## config.mk

```make
export PLATFORM = sky130hd
export DESIGN_NAME = cordic_vec_ctrl
export DESIGN_NICKNAME = d
export VERILOG_FILES = /design/src/rtl/cordic_pkg.sv /design/src/rtl/cordic_vec_ctrl_microrot.sv /design/src/rtl/cordic_vec_ctrl.sv
export SDC_FILE = /design/constraint.sdc
export NUM_CORES = 1
export LEC_CHECK = 0
export ABC_AREA = 1
export CORE_MARGIN = 2
export CORE_UTILIZATION = 65
export CTS_CLUSTER_SIZE = 12
export DETAILED_ROUTE_END_ITERATION = 8
export GPL_TIMING_DRIVEN = 0
export PLACE_DENSITY = 0.93
export SYNTH_ARGS = -nofsm -noshare
export SYNTH_HDL_FRONTEND = slang
export SYNTH_HIERARCHICAL = 1
export SYNTH_SLANG_ARGS = --single-unit
export TNS_END_PERCENT = 5
```

## constraint.sdc

```tcl
create_clock -name clk -period 6.85 [get_ports clk]
set_input_delay 1.0275 -clock clk [delete_from_list [all_inputs] [get_ports clk]]
set_output_delay 1.0275 -clock clk [all_outputs]
set_load 0.005 [all_outputs]
```

## src/rtl/cordic_pkg.sv

```systemverilog
// cordic_pkg: shared FSM type, quadrant codes and binary-angle arctangent table for the CORDIC vectoring engine
package cordic_pkg;

    typedef enum logic [2:0] {IDLE, PRE, ITER, POST, DONE} state_t;

    localparam int LUT_W = 18;

    // Quadrant offsets are whole quarter turns, so they only set the top two angle bits.
    // CORDIC_GAIN for 16 steps is ~1.6468; it is left in the magnitude, not divided out.
    localparam logic [1:0] OFF_Q1 = 2'd0;
    localparam logic [1:0] OFF_Q2 = 2'd1;
    localparam logic [1:0] OFF_Q3 = 2'd2;
    localparam logic [1:0] OFF_Q4 = 2'd3;

    function automatic logic [LUT_W-1:0] atan_lut(input logic [4:0] i);
        case (i)
            5'd0:    return 18'd32768;
            5'd1:    return 18'd19344;
            5'd2:    return 18'd10221;
            5'd3:    return 18'd5188;
            5'd4:    return 18'd2604;
            5'd5:    return 18'd1303;
            5'd6:    return 18'd652;
            5'd7:    return 18'd326;
            5'd8:    return 18'd163;
            5'd9:    return 18'd81;
            5'd10:   return 18'd41;
            5'd11:   return 18'd20;
            5'd12:   return 18'd10;
            5'd13:   return 18'd5;
            5'd14:   return 18'd3;
            default: return 18'd1;
        endcase
    endfunction

endpackage

```

## src/rtl/cordic_vec_ctrl_microrot.sv

```systemverilog
// cordic_microrot: one combinational vectoring micro-rotation, steering y towards zero
module cordic_microrot
    import cordic_pkg::*;
#(
    parameter int WX  = 18,
    parameter int W_Z = 18,
    parameter int WI  = 5
) (
    input  logic signed [WX-1:0]  x_in,
    input  logic signed [WX-1:0]  y_in,
    input  logic signed [W_Z-1:0] z_in,
    input  logic        [WI-1:0]  idx,
    output logic signed [WX-1:0]  x_out,
    output logic signed [WX-1:0]  y_out,
    output logic signed [W_Z-1:0] z_out
);

    localparam int SH_L = W_Z >= LUT_W ? W_Z - LUT_W : 0;
    localparam int SH_R = W_Z >= LUT_W ? 0 : LUT_W - W_Z;

    logic signed [WX-1:0]  xs;
    logic signed [WX-1:0]  ys;
    logic signed [31:0]    a_raw;
    logic signed [W_Z-1:0] a;
    logic                  neg;

    always_comb begin
        xs    = x_in >>> idx;
        ys    = y_in >>> idx;
        a_raw = 32'(atan_lut(5'(idx)));
        a     = W_Z'(W_Z >= LUT_W ? a_raw <<< SH_L : a_raw >>> SH_R);
        neg   = y_in[WX-1];
        x_out = neg ? x_in - ys : x_in + ys;
        y_out = neg ? y_in + xs : y_in - xs;
        z_out = neg ? z_in - a : z_in + a;
    end

endmodule

```

## src/rtl/cordic_vec_ctrl.sv

```systemverilog
// cordic_vec_ctrl: iterative CORDIC vectoring engine (magnitude/phase) with valid/ready handshakes
module cordic_vec_ctrl
    import cordic_pkg::*;
#(
    parameter int N_ITER = 16,
    parameter int W_IN   = 16,
    parameter int W_Z    = 18
) (
    input  logic              clk,
    input  logic              rst,
    input  logic              in_valid,
    output logic              in_ready,
    input  logic [W_IN-1:0]   x_re,
    input  logic [W_IN-1:0]   x_im,
    input  logic [W_Z-1:0]    z_in,
    output logic              out_valid,
    input  logic              out_ready,
    output logic [W_IN+1:0]   mag_out,
    output logic [W_Z-1:0]    phase_out,
    output logic [2:0]        quadrant_out,
    output logic              busy
);

    localparam int WX = W_IN + 2;
    localparam int WI = $clog2(N_ITER + 1);

    state_t                state_q, state_d;
    logic signed [WX-1:0]  x_q, x_d, y_q, y_d, x_n, y_n;
    logic signed [W_Z-1:0] z_q, z_d, z_n;
    logic [WI-1:0]         i_q, i_d;
    logic [1:0]            off_q, off_d;
    logic [2:0]            quad_q, quad_d, qout_q, qout_d;
    logic [WX-1:0]         mag_q, mag_d;
    logic [W_Z-1:0]        phase_q, phase_d;
    logic                  ov_q, ov_d;

    cordic_microrot #(.WX(WX), .W_Z(W_Z), .WI(WI)) u_rot (
        .x_in  (x_q),
        .y_in  (y_q),
        .z_in  (z_q),
        .idx   (i_q),
        .x_out (x_n),
        .y_out (y_n),
        .z_out (z_n)
    );

    always_comb begin
        state_d = state_q;
        x_d     = x_q;
        y_d     = y_q;
        z_d     = z_q;
        i_d     = i_q;
        off_d   = off_q;
        quad_d  = quad_q;
        mag_d   = mag_q;
        phase_d = phase_q;
        qout_d  = qout_q;
        ov_d    = ov_q;
        case (state_q)
            IDLE: if (in_valid) begin
                state_d = PRE;
                x_d     = {{2{x_re[W_IN-1]}}, x_re};
                y_d     = {{2{x_im[W_IN-1]}}, x_im};
                z_d     = z_in;
            end
            PRE: begin
                state_d = ITER;
                i_d     = '0;
                // rotate by a multiple of 90 degrees so x >= 0; the extra bits keep -(-32768) exact
                case ({x_q[WX-1], y_q[WX-1]})
                    2'b00: begin quad_d = 3'd1; off_d = OFF_Q1; end
                    2'b01: begin x_d = -y_q; y_d = x_q;  quad_d = 3'd4; off_d = OFF_Q4; end
                    2'b10: begin x_d = y_q;  y_d = -x_q; quad_d = 3'd2; off_d = OFF_Q2; end
                    default: begin x_d = -x_q; y_d = -y_q; quad_d = 3'd3; off_d = OFF_Q3; end
                endcase
            end
            ITER: begin
                x_d = x_n;
                y_d = y_n;
                z_d = z_n;
                i_d = i_q + 1'b1;
                if (i_q == WI'(N_ITER - 1)) state_d = POST;
            end
            POST: begin
                state_d = DONE;
                mag_d   = x_q;
                phase_d = z_q + {off_q, {(W_Z-2){1'b0}}};
                qout_d  = quad_q;
                ov_d    = 1'b1;
            end
            DONE: if (out_ready) begin
                state_d = IDLE;
                ov_d    = 1'b0;
            end
            default: state_d = IDLE;
        endcase
    end

    always_ff @(posedge clk) begin
        if (rst) begin
            state_q <= IDLE;
            x_q     <= '0;
            y_q     <= '0;
            z_q     <= '0;
            i_q     <= '0;
            off_q   <= '0;
            quad_q  <= '0;
            mag_q   <= '0;
            phase_q <= '0;
            qout_q  <= '0;
            ov_q    <= 1'b0;
        end else begin
            state_q <= state_d;
            x_q     <= x_d;
            y_q     <= y_d;
            z_q     <= z_d;
            i_q     <= i_d;
            off_q   <= off_d;
            quad_q  <= quad_d;
            mag_q   <= mag_d;
            phase_q <= phase_d;
            qout_q  <= qout_d;
            ov_q    <= ov_d;
        end
    end

    assign in_ready     = state_q == IDLE;
    assign busy         = state_q != IDLE;
    assign out_valid    = ov_q;
    assign mag_out      = mag_q;
    assign phase_out    = phase_q;
    assign quadrant_out = qout_q;

endmodule

```

Word level (Yosys, flattened, before mapping). Memory sizes are Yosys's and may differ from the RTL's. A register that Yosys moved wholly into a read port is not among the register bits. Index checks and enable logic that the tools add are counted. W data, S select, Z words.

Flip-flop bits (word level): 107. Memory bits (read-only): 256. Output and inout bits: 42. Memories: 1.

Memories: (no name shown) (depth 16, bits a word 16, rd ports 1, clocked after Yosys merged registers in 1, wr ports 0, RTL line cordic_pkg.sv:16) `case (i)`.

Add/sub/neg operators: 10. Equal/unequal tests: 11. Shift-type cells: 2. Mux-type cells: 23. Reductions and logical operators: 11.

Operators with widths (number): $pmux W18 S3 (4); $mux W18 (7); $add A18 B18 Y18 (4); $sub A18 B18 Y18 (3); $neg A18 Y18 (2); $pmux W18 S2 (1); $sshr A18 B5 Y18 (2); $pmux W3 S5 (1); $pmux W5 S2 (1); $mux W3 (3); $pmux W3 S3 (1); $mux W4 (2); $ne A2 B2 Y1 const B (4); $eq A3 B2 Y1 const B (2); $pmux W2 S3 (1); $reduce_and A3 Y1 (2); $reduce_bool A2 Y1 (3); $reduce_bool A3 Y1 (2); $add A5 B1 Y5 const B (1); $eq A5 B4 Y1 const B (1); $reduce_and A2 Y1 (2); $eq A3 B1 Y1 const B (1); $eq A3 B3 Y1 const B (1); $logic_not A3 Y1 (1); 5 further kinds (5).

Depth between registers and ports, before layout.
Depth in word-level cells: 4. Gate-level depth with buffers: 37. Depth with buffers taken out: 35.

By module. The synthesis kept the hierarchy.

By module, submodules not included: cordic_vec_ctrl (times used 1, cells an instance 1052, area each 6442.4 µm², seq. area each 2142.1 µm²); cordic_microrot (times used 1, cells an instance 1066, area each 5731.7 µm², seq. area each 0.0 µm²).

Least setup slack after synthesis. OpenSTA, ideal clock, no wires.

Kind: flip-flop to flip-flop. From: reg, netlist name i_q[1]. To: reg z_q[15]. Setup time: 0.128 ns. Arrival: 3.734 ns. Path slack: 2.987 ns. Stages on the path, launching flop included: 26. Clock period less this slack: 3.863 ns. Path through: dfxtp_1 > buf_6 > inv_4 > buf_12 > buf_12 > ha_1 > inv_1 > nand2_1 > o211ai_1 > nand3_1 > inv_1 > ha_1 > nand3_1 > nor3_2 > nand2_1 > nand2_1 > xor2_1 > ha_1 > a21o_1 > a31oi_1 > o211ai_1 > a21oi_1 > o21ai_0 > xor2_1 > o22ai_1 > a21oi_1.

RTL lines: end signal, assigned (RTL line cordic_vec_ctrl.sv:116) `z_q <= z_d;`; end, declared (RTL line cordic_vec_ctrl.sv:29) `logic signed [W_Z-1:0] z_q, z_d, z_n;`.

Worst setup path in the final report.
From: reg y_q[17]. To: reg x_q[14].

Word-level cells in the longest chain between the ends: 4. Elaborated cells between the ends (all ways): 11.

RTL lines: start, declared (RTL line cordic_vec_ctrl.sv:28) `logic signed [WX-1:0] x_q, x_d, y_q, y_d, x_n, y_n;`; start signal, assigned (RTL line cordic_vec_ctrl.sv:115) `y_q <= y_d;`; $sshr A18 B5 Y18 (RTL line cordic_vec_ctrl_microrot.sv:29) `ys = y_in >>> idx;`; $add A18 B18 Y18 / $sub A18 B18 Y18 (equally long branches) (RTL line cordic_vec_ctrl_microrot.sv:33) `x_out = neg ? x_in - ys : x_in + ys;`; $mux W18 * (RTL line cordic_vec_ctrl_microrot.sv:33); named net x_n[14] (RTL line cordic_vec_ctrl.sv:28); $pmux W18 S3 * (RTL line cordic_vec_ctrl.sv:59) `case (state_q)`; end signal, assigned (RTL line cordic_vec_ctrl.sv:102) `x_q <= '0;`; end signal, assigned (RTL line cordic_vec_ctrl.sv:114) `x_q <= x_d;`; end, declared (RTL line cordic_vec_ctrl.sv:28).

Mark *: on every way through the listed nets, which the timed path passes. The rest lies on a longest branch. A chain may end at the register's enable or synchronous reset.

==> summary by stage <==
Run status
The run finished with clean final reports.

STA
The worst relative slew slack is 48.2%. The actual transition at the worst max-transition pin is around 0.78 ns. The setup clock skew after layout is about 0.017 ns. The final period demand of the worst path is between 5 and 6 ns. The final count of negative-setup-slack endpoints is 0. The final cycle utilization of the critical path is 73.8%. The number of max-slew violations in the final report is 0. On the final layout, the worst hold slack is about 0.5 ns. The hold violation count in the final report is 0. Setup total negative slack on the finished layout was measured at 0 ns. Setup repair after global routing left no endpoint under its margin.

The achievable frequency is about 200 MHz.

Logic synthesis
In the synthesized netlist the async set-or-reset flop fraction comes to 0%. Yosys printed 6 warnings. Yosys attributes the largest share of cell area to sky130_fd_sc_hd__nand2_1 20%, sky130_fd_sc_hd__dfxtp_1 18%, sky130_fd_sc_hd__nand3_1 9.7%, sky130_fd_sc_hd__ha_1 7.0%, sky130_fd_sc_hd__inv_1 6.6%. In this run, synthesis produced a sequential element count of roughly 110. Among all flip-flop cells after synthesis, the most frequent one is sky130_fd_sc_hd__dfxtp_1. Ranked by instance count, the synthesized netlist is headed by 646 x sky130_fd_sc_hd__nand2_1, 237 x sky130_fd_sc_hd__nand3_1, 213 x sky130_fd_sc_hd__inv_1, 186 x sky130_fd_sc_hd__nor2_1, 154 x sky130_fd_sc_hd__o21ai_0. In this run the biggest area consumer among cell types represents around 20% of the synthesized area. A synthesized cell averages 5.75 um^2.

The biggest area consumer among synthesized cells is sky130_fd_sc_hd__nand2_1. The cell count after synthesis came out at roughly 2100. The distinct cell type count after synthesis is 50. Among all cell types in the netlist, the one instantiated most often is sky130_fd_sc_hd__nand2_1. Of the synthesized area, sequential elements account for between 10% and 20%. The synthesized cell area is roughly 12000 um^2. The synthesized net count is between 2000 and 2500. The number of synthesized flops with an enable pin is 0.

Setup path
The critical path is of the reg -> reg type. In this design, the stage delay of the slowest critical-path cell is 0.67 ns. The slowest stage of the critical path is the sky130_fd_sc_hd__dfxtp_1 cell. The endpoint arrival time on the critical path is approximately 5.4 ns. STA puts the critical path data required time at 7.16 ns. Counting stages on the worst path, the most repeated cell is sky130_fd_sc_hd__nand2_1. Along the worst path, the maximum fanout reaches 10. The worst setup path is captured at a register. The sort of element at the start of the critical path is a register.

Routing
The number of nets with antenna violations after routing is 0. In the routed design, unresolved DRC markers number 0. The wire length after detailed routing is roughly 46000 um. The number of iterations in the first detailed-routing pass is 9. The number of vias per cell is 6.24. The number of DRC violations after detailed-routing iteration 0 is 2146. The vias after detailed routing is approximately 15000. The routed wire length per instance is roughly 19 um.

CTS
After clock tree synthesis, the setup repair step added 0 buffers. The clock network latency to the later pin of the worst-skew pair is approximately 0.37 ns. The CTS buffer count is 9. After clock tree synthesis, the repair step resized 0 gates. The number of buffers inserted by hold repair at cts is 0. TritonCTS built the clock tree.

The clock root buffer master is sky130_fd_sc_hd__clkbuf_16. The clock passes through at most 2 buffers. After clock tree synthesis, the clock-pin slew on the worst setup and hold paths is 0.09 ns.

The H-tree generated during clock tree synthesis spans 3 levels. The sink count of the clock tree is roughly 110.

Placed design
The placer's final routability congestion estimate is roughly 1.1. After detailed placement, the design holds a cell count of between 2000 and 2500. Once placement finished, the instance area stood at 13400 um^2.

Port buffering added 95 buffers. The total half-perimeter wirelength after legalization and detailed placement is roughly 36000 um.

Global route
The number of global-route vias before repair is about 14000. Across every metal layer, demand over resource in global routing totals 45.6%. The pin count of the biggest net entering global routing is 22. The number of antenna violations at the first check in global routing is 3. The wire length of the first global-routing pass is ~70000 um. The overall overflow remaining after global route is 0.

Pwr
IR analysis of the VDD net gives a maximum drop of 0.000455 V. The power per cell area is about 440 nW/um^2. The static leakage is roughly 6.9 nW.

Die
The overall die width is approximately 140 um. The initial core utilization is between 60% and 70%. The core region is around 19000 um^2. The vertical extent of the die is between 100 and 150 um. The site row count is 50. For this design the top-level I/O count stands at 96. The die covers slightly below 20000 um^2.

Final layout
The post-route cell area is between 10000 and 15000 um^2. From synthesis to final layout, the design area changed by 12.9%. The number of standard cells in the layout, taps in and fillers out is around 2500. The proportion of layout cells with a drive suffix above 1 is just under 6%. The layout net count is about 2300.

Flow run
Max-cap violations in this run came to 0.

Hold path
The path type of the worst min-delay path is reg -> reg.
[metal layers]
layer | vias up | global-route usage, % | share of wire (%)
met1 | 6786 | 57.4 | 37
met2 | 1154 | 70.7 | 42
met5 | - | 0 | 0.067
met3 | 283 | 12.9 | 14
li1 | 7145 | - | -
met4 | 4 | 24.3 | 7.3
[critical path, delay by kind of cell (launching register included)]
family / cells / cell delay (ns)
buffers and inverters: 7 / 0.97
adders and majority gates: 2 / 0.57
AOI/OAI and AO/OA: 7 / 1.51
and+or+nand+nor: 14 / 1.27
DFF: 1 / 0.67
[final timing paths]
check	startpoint	endpoint	slack [ns]	cells after the start
worst min register to register	out_valid	out_valid	0.51	2
worst max-delay path	y_q[17]	x_q[14]	1.79	30
worst min-delay path	out_valid	out_valid	0.51	2
worst max register to register	y_q[17]	x_q[14]	1.79	30
[metrics by stage]
stage	setup slack, ns	total power, mW	util, %
2_1_floorplan	2.99	4.14	-
3_3_place_gp	2.22	5.12	72.5
3_5_place_dp	2.14	5.25	72.5
4_1_cts	2.11	5.86	74.2
5_1_grt	1.59	6.52	74.2
6_report	1.79	6.07	74.2
[cells by family after synthesis]
group / synth area share [%]
AOI/OAI and AO/OA: 17.5
xor gates and xnor gates: 5.32
adders and majority gates: 7.48
buffers and inverters: 11.5
DFF: 17.6
and+or+nand+nor: 40.6
[registers in the layout, summed over array words and instances, names as in the netlist]
| register | flops |
|---|---|
| phase_out | 18 |
| i_q | 5 |
| mag_out | 18 |
| quad_q | 3 |
| off_q | 2 |
| z_q | 18 |
| x_q | 18 |
| y_q | 18 |
| quadrant_out | 3 |
| state_q | 3 |
| out_valid | 1 |
[placed cells by master, fill, tap and decap left out, types with 4 or more instances in the layout]
master and count:
sky130_fd_sc_hd__a211oi_1 4, sky130_fd_sc_hd__a21o_1 5, sky130_fd_sc_hd__a21oi_1 131, sky130_fd_sc_hd__a31oi_1 12, sky130_fd_sc_hd__buf_2 36, sky130_fd_sc_hd__buf_4 9, sky130_fd_sc_hd__buf_6 10, sky130_fd_sc_hd__clkbuf_1 30
sky130_fd_sc_hd__clkbuf_16 9, sky130_fd_sc_hd__clkdlybuf4s50_1 95, sky130_fd_sc_hd__clkinv_1 11, sky130_fd_sc_hd__dfxtp_1 107, sky130_fd_sc_hd__ha_1 68, sky130_fd_sc_hd__inv_1 213, sky130_fd_sc_hd__inv_2 5, sky130_fd_sc_hd__nand2_1 646
sky130_fd_sc_hd__nand2_2 12, sky130_fd_sc_hd__nand3_1 237, sky130_fd_sc_hd__nand3_2 12, sky130_fd_sc_hd__nand3b_1 10, sky130_fd_sc_hd__nand4_1 8, sky130_fd_sc_hd__nor2_1 186, sky130_fd_sc_hd__nor2_2 12, sky130_fd_sc_hd__nor2_4 6
sky130_fd_sc_hd__nor3_1 12, sky130_fd_sc_hd__o211ai_1 10, sky130_fd_sc_hd__o21ai_0 154, sky130_fd_sc_hd__o21ai_1 20, sky130_fd_sc_hd__o21bai_1 4, sky130_fd_sc_hd__o22ai_1 26, sky130_fd_sc_hd__o31ai_1 7, sky130_fd_sc_hd__or2_0 7
sky130_fd_sc_hd__xnor2_1 22, sky130_fd_sc_hd__xor2_1 52
[layout make-up]
| class | count | area, um^2 |
|---|---|---|
| Buffer | 90 | 524 |
| Clock inverter | 7 | 103 |
| Tap cell | 234 | 293 |
| Multi-Input combinational cell | 1690 | 8640 |
| Timing Repair Buffer | 95 | 951 |
| Clock buffer | 9 | 225 |
| Antenna cell | 1 | 2.50 |
| Sequential cell | 107 | 2140 |
| Fill cell | 1631 | 4770 |
| Inverter | 231 | 872 |
[power breakdown]
part	switching [mW]	internal, mW
Combinational	2.90	1.54
Sequential	0.287	0.737
Clock	0.292	0.300
Total	3.48	2.58
(Power assumes the default switching activity.)
